### src/rtl/mips_data_arbiter_if.sv
// Bus bundle between the CPU data port, the debug/loader port and the data RAM.
// The slave modport is the arbiter's view; master is the surrounding system's view.
interface mips_data_arbiter_if #(
   parameter int unsigned DATA_W = 32,
   parameter int unsigned ADDR_W = 32
);
   logic [ADDR_W-1:0] cpu_address;
   logic              cpu_read;
   logic              cpu_write;
   logic [DATA_W-1:0] cpu_writedata;
   logic [DATA_W-1:0] cpu_readdata;
   logic              cpu_clk_enable;

   logic              dbg_req;
   logic              dbg_we;
   logic [ADDR_W-1:0] dbg_address;
   logic [DATA_W-1:0] dbg_writedata;
   logic              dbg_ack;
   logic [DATA_W-1:0] dbg_readdata;

   logic [ADDR_W-1:0] mem_address;
   logic              mem_read;
   logic              mem_write;
   logic [DATA_W-1:0] mem_writedata;
   logic [DATA_W-1:0] mem_readdata;

   modport slave (
      input  cpu_address, cpu_read, cpu_write, cpu_writedata,
      output cpu_readdata, cpu_clk_enable,
      input  dbg_req, dbg_we, dbg_address, dbg_writedata,
      output dbg_ack, dbg_readdata,
      output mem_address, mem_read, mem_write, mem_writedata,
      input  mem_readdata
   );

   modport master (
      output cpu_address, cpu_read, cpu_write, cpu_writedata,
      input  cpu_readdata, cpu_clk_enable,
      output dbg_req, dbg_we, dbg_address, dbg_writedata,
      input  dbg_ack, dbg_readdata,
      input  mem_address, mem_read, mem_write, mem_writedata,
      output mem_readdata
   );
endinterface

### src/rtl/mips_data_arbiter.sv
// Shares the single data-RAM port between the CPU and a debug/loader master.
// Debug accesses steal one cycle by freezing the CPU; service is bounded by MAX_WAIT.
module mips_data_arbiter #(
   parameter int unsigned DATA_W   = 32,
   parameter int unsigned ADDR_W   = 32,
   parameter int unsigned MAX_WAIT = 4
) (
   input  logic                clk,
   input  logic                reset,
   mips_data_arbiter_if.slave  bus,
   output logic [15:0]         dbg_cycles
);
   localparam int unsigned       CNT_W     = $clog2(MAX_WAIT + 1);
   localparam logic [CNT_W-1:0] WAIT_LAST = CNT_W'(MAX_WAIT - 1);

   typedef enum logic {CPU_OWN, DBG_OWN} state_t;

   state_t            state, state_next;
   logic [CNT_W-1:0]  wait_cnt;
   logic              pending;
   logic              grant;
   logic [ADDR_W-1:0] mux_address;
   logic [DATA_W-1:0] mux_writedata;
   logic              mux_read;
   logic              mux_write;
   logic              clk_en;

   // Grant depends only on registered state and CPU strobes when gating clk_enable,
   // so dbg_req never reaches cpu_clk_enable combinationally.
   always_comb begin
      pending       = bus.dbg_req && (state == CPU_OWN) && !bus.dbg_ack;
      grant         = pending && ((!bus.cpu_read && !bus.cpu_write) || (wait_cnt == WAIT_LAST));
      state_next    = state;
      mux_address   = bus.cpu_address;
      mux_writedata = bus.cpu_writedata;
      mux_read      = bus.cpu_read;
      mux_write     = bus.cpu_write;
      clk_en        = 1'b1;
      case (state)
         CPU_OWN: begin
            if (grant) state_next = DBG_OWN;
         end
         DBG_OWN: begin
            state_next    = CPU_OWN;
            mux_address   = bus.dbg_address;
            mux_writedata = bus.dbg_writedata;
            mux_read      = !bus.dbg_we;
            mux_write     = bus.dbg_we;
            clk_en        = 1'b0;
         end
         default: state_next = CPU_OWN;
      endcase
   end

   assign bus.mem_address    = mux_address;
   assign bus.mem_writedata  = mux_writedata;
   assign bus.mem_read       = mux_read;
   assign bus.mem_write      = mux_write;
   assign bus.cpu_clk_enable = clk_en;
   assign bus.cpu_readdata   = bus.mem_readdata;

   always_ff @(posedge clk or negedge reset) begin
      if (!reset) begin
         state            <= CPU_OWN;
         wait_cnt         <= '0;
         bus.dbg_ack      <= 1'b0;
         bus.dbg_readdata <= '0;
         dbg_cycles       <= '0;
      end else begin
         state       <= state_next;
         bus.dbg_ack <= (state == DBG_OWN);

         if (grant)
            wait_cnt <= '0;
         else if (pending)
            wait_cnt <= wait_cnt + CNT_W'(1);

         if (state == DBG_OWN && !bus.dbg_we)
            bus.dbg_readdata <= bus.mem_readdata;

         if (state == DBG_OWN && dbg_cycles != '1)
            dbg_cycles <= dbg_cycles + 16'd1;
      end
   end
endmodule

### src/flat_wrapper.sv
// flat-port wrapper written by rule: the top's interface ports become plain ports
module mips_data_arbiter_flat 
#(
   parameter int unsigned DATA_W   = 32,
   parameter int unsigned ADDR_W   = 32,
   parameter int unsigned MAX_WAIT = 4
)
  (clk, reset, dbg_cycles, bus_cpu_address, bus_cpu_read, bus_cpu_write, bus_cpu_writedata, bus_cpu_readdata, bus_cpu_clk_enable, bus_dbg_req, bus_dbg_we, bus_dbg_address, bus_dbg_writedata, bus_dbg_ack, bus_dbg_readdata, bus_mem_address, bus_mem_read, bus_mem_write, bus_mem_writedata, bus_mem_readdata);
  mips_data_arbiter_if #(.DATA_W(DATA_W), .ADDR_W(ADDR_W)) bus_i ();
  input  logic clk;
  input  logic reset;
  output logic [15:0] dbg_cycles;
  input wire logic [$bits(bus_i.cpu_address)-1:0] bus_cpu_address;
  input wire logic [$bits(bus_i.cpu_read)-1:0] bus_cpu_read;
  input wire logic [$bits(bus_i.cpu_write)-1:0] bus_cpu_write;
  input wire logic [$bits(bus_i.cpu_writedata)-1:0] bus_cpu_writedata;
  output wire logic [$bits(bus_i.cpu_readdata)-1:0] bus_cpu_readdata;
  output wire logic [$bits(bus_i.cpu_clk_enable)-1:0] bus_cpu_clk_enable;
  input wire logic [$bits(bus_i.dbg_req)-1:0] bus_dbg_req;
  input wire logic [$bits(bus_i.dbg_we)-1:0] bus_dbg_we;
  input wire logic [$bits(bus_i.dbg_address)-1:0] bus_dbg_address;
  input wire logic [$bits(bus_i.dbg_writedata)-1:0] bus_dbg_writedata;
  output wire logic [$bits(bus_i.dbg_ack)-1:0] bus_dbg_ack;
  output wire logic [$bits(bus_i.dbg_readdata)-1:0] bus_dbg_readdata;
  output wire logic [$bits(bus_i.mem_address)-1:0] bus_mem_address;
  output wire logic [$bits(bus_i.mem_read)-1:0] bus_mem_read;
  output wire logic [$bits(bus_i.mem_write)-1:0] bus_mem_write;
  output wire logic [$bits(bus_i.mem_writedata)-1:0] bus_mem_writedata;
  input wire logic [$bits(bus_i.mem_readdata)-1:0] bus_mem_readdata;
  assign bus_i.cpu_address = bus_cpu_address;
  assign bus_i.cpu_read = bus_cpu_read;
  assign bus_i.cpu_write = bus_cpu_write;
  assign bus_i.cpu_writedata = bus_cpu_writedata;
  assign bus_cpu_readdata = bus_i.cpu_readdata;
  assign bus_cpu_clk_enable = bus_i.cpu_clk_enable;
  assign bus_i.dbg_req = bus_dbg_req;
  assign bus_i.dbg_we = bus_dbg_we;
  assign bus_i.dbg_address = bus_dbg_address;
  assign bus_i.dbg_writedata = bus_dbg_writedata;
  assign bus_dbg_ack = bus_i.dbg_ack;
  assign bus_dbg_readdata = bus_i.dbg_readdata;
  assign bus_mem_address = bus_i.mem_address;
  assign bus_mem_read = bus_i.mem_read;
  assign bus_mem_write = bus_i.mem_write;
  assign bus_mem_writedata = bus_i.mem_writedata;
  assign bus_i.mem_readdata = bus_mem_readdata;
  mips_data_arbiter #(.DATA_W(DATA_W), .ADDR_W(ADDR_W), .MAX_WAIT(MAX_WAIT)) u_core (.clk(clk), .reset(reset), .bus(bus_i), .dbg_cycles(dbg_cycles));
endmodule
### config.mk
export PLATFORM = sky130hd
export DESIGN_NAME = mips_data_arbiter_flat
export DESIGN_NICKNAME = d
export VERILOG_FILES = /design/src/rtl/mips_data_arbiter_if.sv /design/src/rtl/mips_data_arbiter.sv /design/src/flat_wrapper.sv
export SDC_FILE = /design/constraint.sdc
export NUM_CORES = 1
export LEC_CHECK = 0
export CAP_MARGIN = 20
export CORE_AREA = 2 2 122 124
export DETAILED_ROUTE_END_ITERATION = 7
export DIE_AREA = 0 0 124 126
export PLACE_DENSITY_LB_ADDON = 0.12
export SYNTH_ARGS = -nofsm -noshare
export SYNTH_HDL_FRONTEND = slang
export SYNTH_SLANG_ARGS = --single-unit
### constraint.sdc
create_clock -name clk -period 1.8 [get_ports clk]
set_input_delay 0.27 -clock clk [delete_from_list [all_inputs] [get_ports clk]]
set_output_delay 0.27 -clock clk [all_outputs]
set_load 0.01 [all_outputs]
# After elaboration in Yosys (flattened, before gate mapping)
# Index checks and enable logic that the tools add are counted.
# classes
n_eq_ne	2
reduce_logical	12
bitwise_logic	1
addsub	2
muxes	9
# op_table
operator	count
$mux W32	2
$add A16 B1 Y16 const B	1
$ne A16 B16 Y1 const B	1
$logic_and A1 B1 Y1	6
$mux W3	2
$logic_not A1 Y1	4
$mux W1	4
$add A3 B1 Y3 const B	1
$eq A3 B2 Y1 const B	1
$pmux W1 S2	1
$reduce_bool A2 Y1	1
$logic_or A1 B1 Y1	1
$not A1 Y1	1
# word_totals
ff_bits	53
wordCells	31
out_inout_bits	148

# Logic depth before layout (Yosys ltp)
# logic_depth
ltp_word	6
ltp_mapped	5

# Worst setup path after synthesis
# OpenSTA, ideal clock, no wires.
# synth_path
path_kind	reg-to-reg
startpoint	reg u_core.dbg_cycles[0]
endpoint	reg u_core.dbg_cycles[1]
path_slack_ps	-54
setup_ps	128
t_arrival_ps	1726
required_ps	1672
period_less_slack_ps	1854
path_stages_with_launch	6
cell_sequence	dfrtp_1 -> ha_1 -> nand4_1 -> or4_4 -> nand2_2 -> mux2_1
# synth_between
elab_chain_cells	2
# synth_lines
element	line	text
start: declaration	mips_data_arbiter.sv:11	output logic [15:0] dbg_cycles
start signal: assignment	mips_data_arbiter.sv:82	dbg_cycles <= dbg_cycles + 16'd1;
parallel branches: the longest is 2 deep, another holds $add A16 B1 Y16	--	
# Several ways; the timed one is not identified.
# A chain may end at the register's enable or synchronous reset.

# Worst setup path after layout
# layout_path
startpoint	reg u_core.state
endpoint	out bus_mem_address[20]
# layout_between
elab_chain_cells	1
# layout_lines
element	line	text
start: declaration	mips_data_arbiter.sv:18	state_t state, state_next;
start signal: assignment	mips_data_arbiter.sv:70	state <= state_next;
$mux W32	mips_data_arbiter.sv:39	case (state)
end: declaration	flat_wrapper.sv:25	output wire logic [$bits(bus_i.mem_address)-1:0] bus_mem_address;
# No other way between the ends.

==> flow_summary.yaml <==
timing:
  finClkSkew_ns: 0.005936
  whs_ns: 0.4936
  max_freq_mhz: 549.1
  worst_slack_ns: -0.02105
  maxSlewViolCount: 0
  hold_viol: 0
  post-route-min-period_ns: 1.821
  fin_crit_sh_pct: 101.2
  slew_headroom_pct: 60.83
  finalSetupViolations: 4
  rsz0062_at_grt: "yes"
  worst_pin_slew_ns: 0.5875
critical_path:
  crit_family: "buffers and inverters"
  crit_top_cell: "buf_12"
  critical-path-slowest-cell: "dfrtp_2"
  crit_type: "reg -> out"
  critPathMaxFanout: 15
  slowest_delay_ns: 0.42
  required_ns: 1.53
  crit_path_cell_trace: "buf_12 > buf_8 > buf_12 > mux2_4 > buf_6"
  critPathCaptureType: "primary output"
  setup.worst_path.start_class: "register"
  worst-path-buf-inv: 4
  arrival_ns: 1.55
grt:
  grt_usage_pct: 16.16
  antenna_found_initial: 0
  grt-ovfl-total: 0
  grt_pass1_wl_um: 19110
  grt_pass1_vias: 3418
  grt_max_degree: 33
logic_synthesis:
  synthTopCellsByArea: "dfrtp_1, mux2_2, buf_4, xnor2_1, ha_1"
  synth_top_area_share_pct: 41.45
  ys_top_cells_by_count: "mux2_2, dfrtp_1, buf_4, nor2_1, nand2_1"
  netlist_instances: 270
  syn_avg_cell_area_um2: 11.85
  synth_area_um2: 3199
  async_flop_share_pct: 100.0
  synthDistinctLibCells: 33
  syn_nets: 439
  synth-seq-cells: 53
  synth_edf_count: 0
  yosys_warnings: 0
  yosysMostFrequentCell: "mux2_2"
  ys_seq_area_share_pct: 41.45
  synth_area_leader_cell: "dfrtp_1"
  ys.flop_type: "dfrtp_1"
hold_path:
  holdCritPathClass: "reg -> reg"
clocking:
  clkSinkCount: 53
  path_clk_slew_ns: 0.07
  cts-root-buf: "clkbuf_16"
  cts_tree: "done"
  htreeDepth: 2
  cts_made_buffers: 5
  clock_latency_ns: 0.29
  clk_path_buf_depth: 2
status:
  status: "finished with violations"
  failed_checks: "setup timing"
route:
  vias_per_cell: 4.216
  drtIter0Drc: 57
  via_count: 3259
  wl_um: 13140
  ant_nets: 0
  drc_errors: 0
  post_drt_wl_per_cell_um: 17.00
  dr.pass1.iters: 4
finish:
  layout-drive-gt1-share_pct: 38.71
  fillers: 1342
  syn_to_final_growth_pct: 117.2
  diodes: 0
  num-nets-final: 757
floorplanning:
  die_y_um: 126
  rows: 44
  die_area_um2: 15620
  die-width_um: 124
  core-area_um2: 14310
  initial_core_util_pct: 22.35
  io_pins: 314
pwr:
  p_total_w: 0.006315
  p_leak_nw: 2.882
  power.density_nw_per_um2: 908.9
  ir_worst_vdd_v: 0.0004244
placement:
  dpl.hpwl_um: 10880
  gp_congestion: 0.8087
  place.port_buffers: 313
flow_run:
  maxCapViolCount: 0
[layout by cell type (no fill, tap or decap), types with 3 or more instances in the layout]
cell type | netlist | final
a21oi_1 | 4 | 4
buf_12 | 0 | 10
buf_2 | 6 | 15
buf_4 | 32 | 27
buf_6 | 0 | 48
clkbuf_16 | 0 | 5
clkbuf_2 | 0 | 6
clkdlybuf4s50_1 | 0 | 245
dfrtp_1 | 53 | 52
inv_1 | 6 | 5
mux2_2 | 99 | 96
mux2_4 | 0 | 3
nand2_1 | 8 | 8
nand3_1 | 6 | 6
nand4_1 | 4 | 4
nor2_1 | 9 | 7
o21ai_0 | 5 | 5
xnor2_1 | 5 | 5
xor2_1 | 4 | 4
[layer usage]
| layer | track usage [%] | wire length, µm | vias up |
|---|---|---|---|
| met5 | 0 | 0 | - |
| met4 | 3.569 | 194 | 0 |
| met3 | 6.567 | 1491 | 11 |
| met2 | 32.03 | 7295 | 180 |
| met1 | 15.04 | 4159 | 1490 |
| li1 | - | - | 1578 |
[tightest hold or removal path: cells and delay by family, from the launching register on]
kind,cells,cell delay [ns]
flip-flops,1,0.35
AO/OA/AOI/OAI,1,0.06
AND/OR/NAND/NOR,1,0.05
[area by class of cell]
cell class,instances,area [µm²],area share (%)
well taps,184,230.2,3.314
clock inverters,2,38.79,0.5583
clock buffers,6,128.9,1.855
inverters,6,26.28,0.3782
flip-flops and latches,53,1328,19.11
multi-input cells,168,1643,23.64
repair buffers,354,3553,51.14
[worst paths after layout]
path                               startpoint                         end  slack [ns]  cells past startpoint
hold reg to reg            u_core.wait_cnt[2]          u_core.wait_cnt[2]        0.49                      2
max in group asynchronous               reset  u_core.bus.dbg_readdata[6]        0.71                      3
setup / recovery                 u_core.state         bus_mem_address[20]       -0.02                      5
setup reg to reg                 u_core.state       u_core.dbg_cycles[15]        0.05                      6
min in group asynchronous               reset        u_core.dbg_cycles[0]        0.53                      2
hold / removal             u_core.wait_cnt[2]          u_core.wait_cnt[2]        0.49                      2
[power by group]
| group | internal [W] | switching (W) |
|---|---|---|
| clock | 0.000660 | 0.000431 |
| combinational | 0.00216 | 0.00119 |
| sequential | 0.00165 | 0.000229 |
[sequential cells by signal, summed over array words and instances, names as in the netlist]
name                     flops
u_core.bus.dbg_ack           1
u_core.wait_cnt              3
u_core.state                 1
u_core.dbg_cycles           16
u_core.bus.dbg_readdata     32
[stage by stage]
step	util, %	TNS [ns]	instance area (µm²)	std cells	worst slack [ns]
finish	48.54	-0.03896	6948	773	-0.02105
global route	48.54	-1.782	6948	773	-0.05243
CTS	47.51	-2.809	6800	766	-0.1134
detailed placement	45.48	-0.006987	6510	749	-0.006987
global placement	45.48	-0.01630	6510	749	-0.01630
floorplan	-	-0.05382	3199	270	-0.05382
[repair_timing]
item                                   CTS  global route
gates resized for setup                267            75
setup buffers                            5             9
gates cloned                             3             0
endpoints found under the hold margin   22             0
hold buffers                             1             0
pin swaps                                1             8
setup endpoints to repair               67            86
[cells by family after synthesis]
logic type,synth area share [%]
buffers and inverters,9.738
multiplexers,35.20
AO/OA/AOI/OAI,2.816
adder cells (fa/ha/maj),1.173
XOR/XNOR,2.464
flip-flops,41.45
AND/OR/NAND/NOR,7.157
Note: power is estimated with default switching activity, not from simulation.
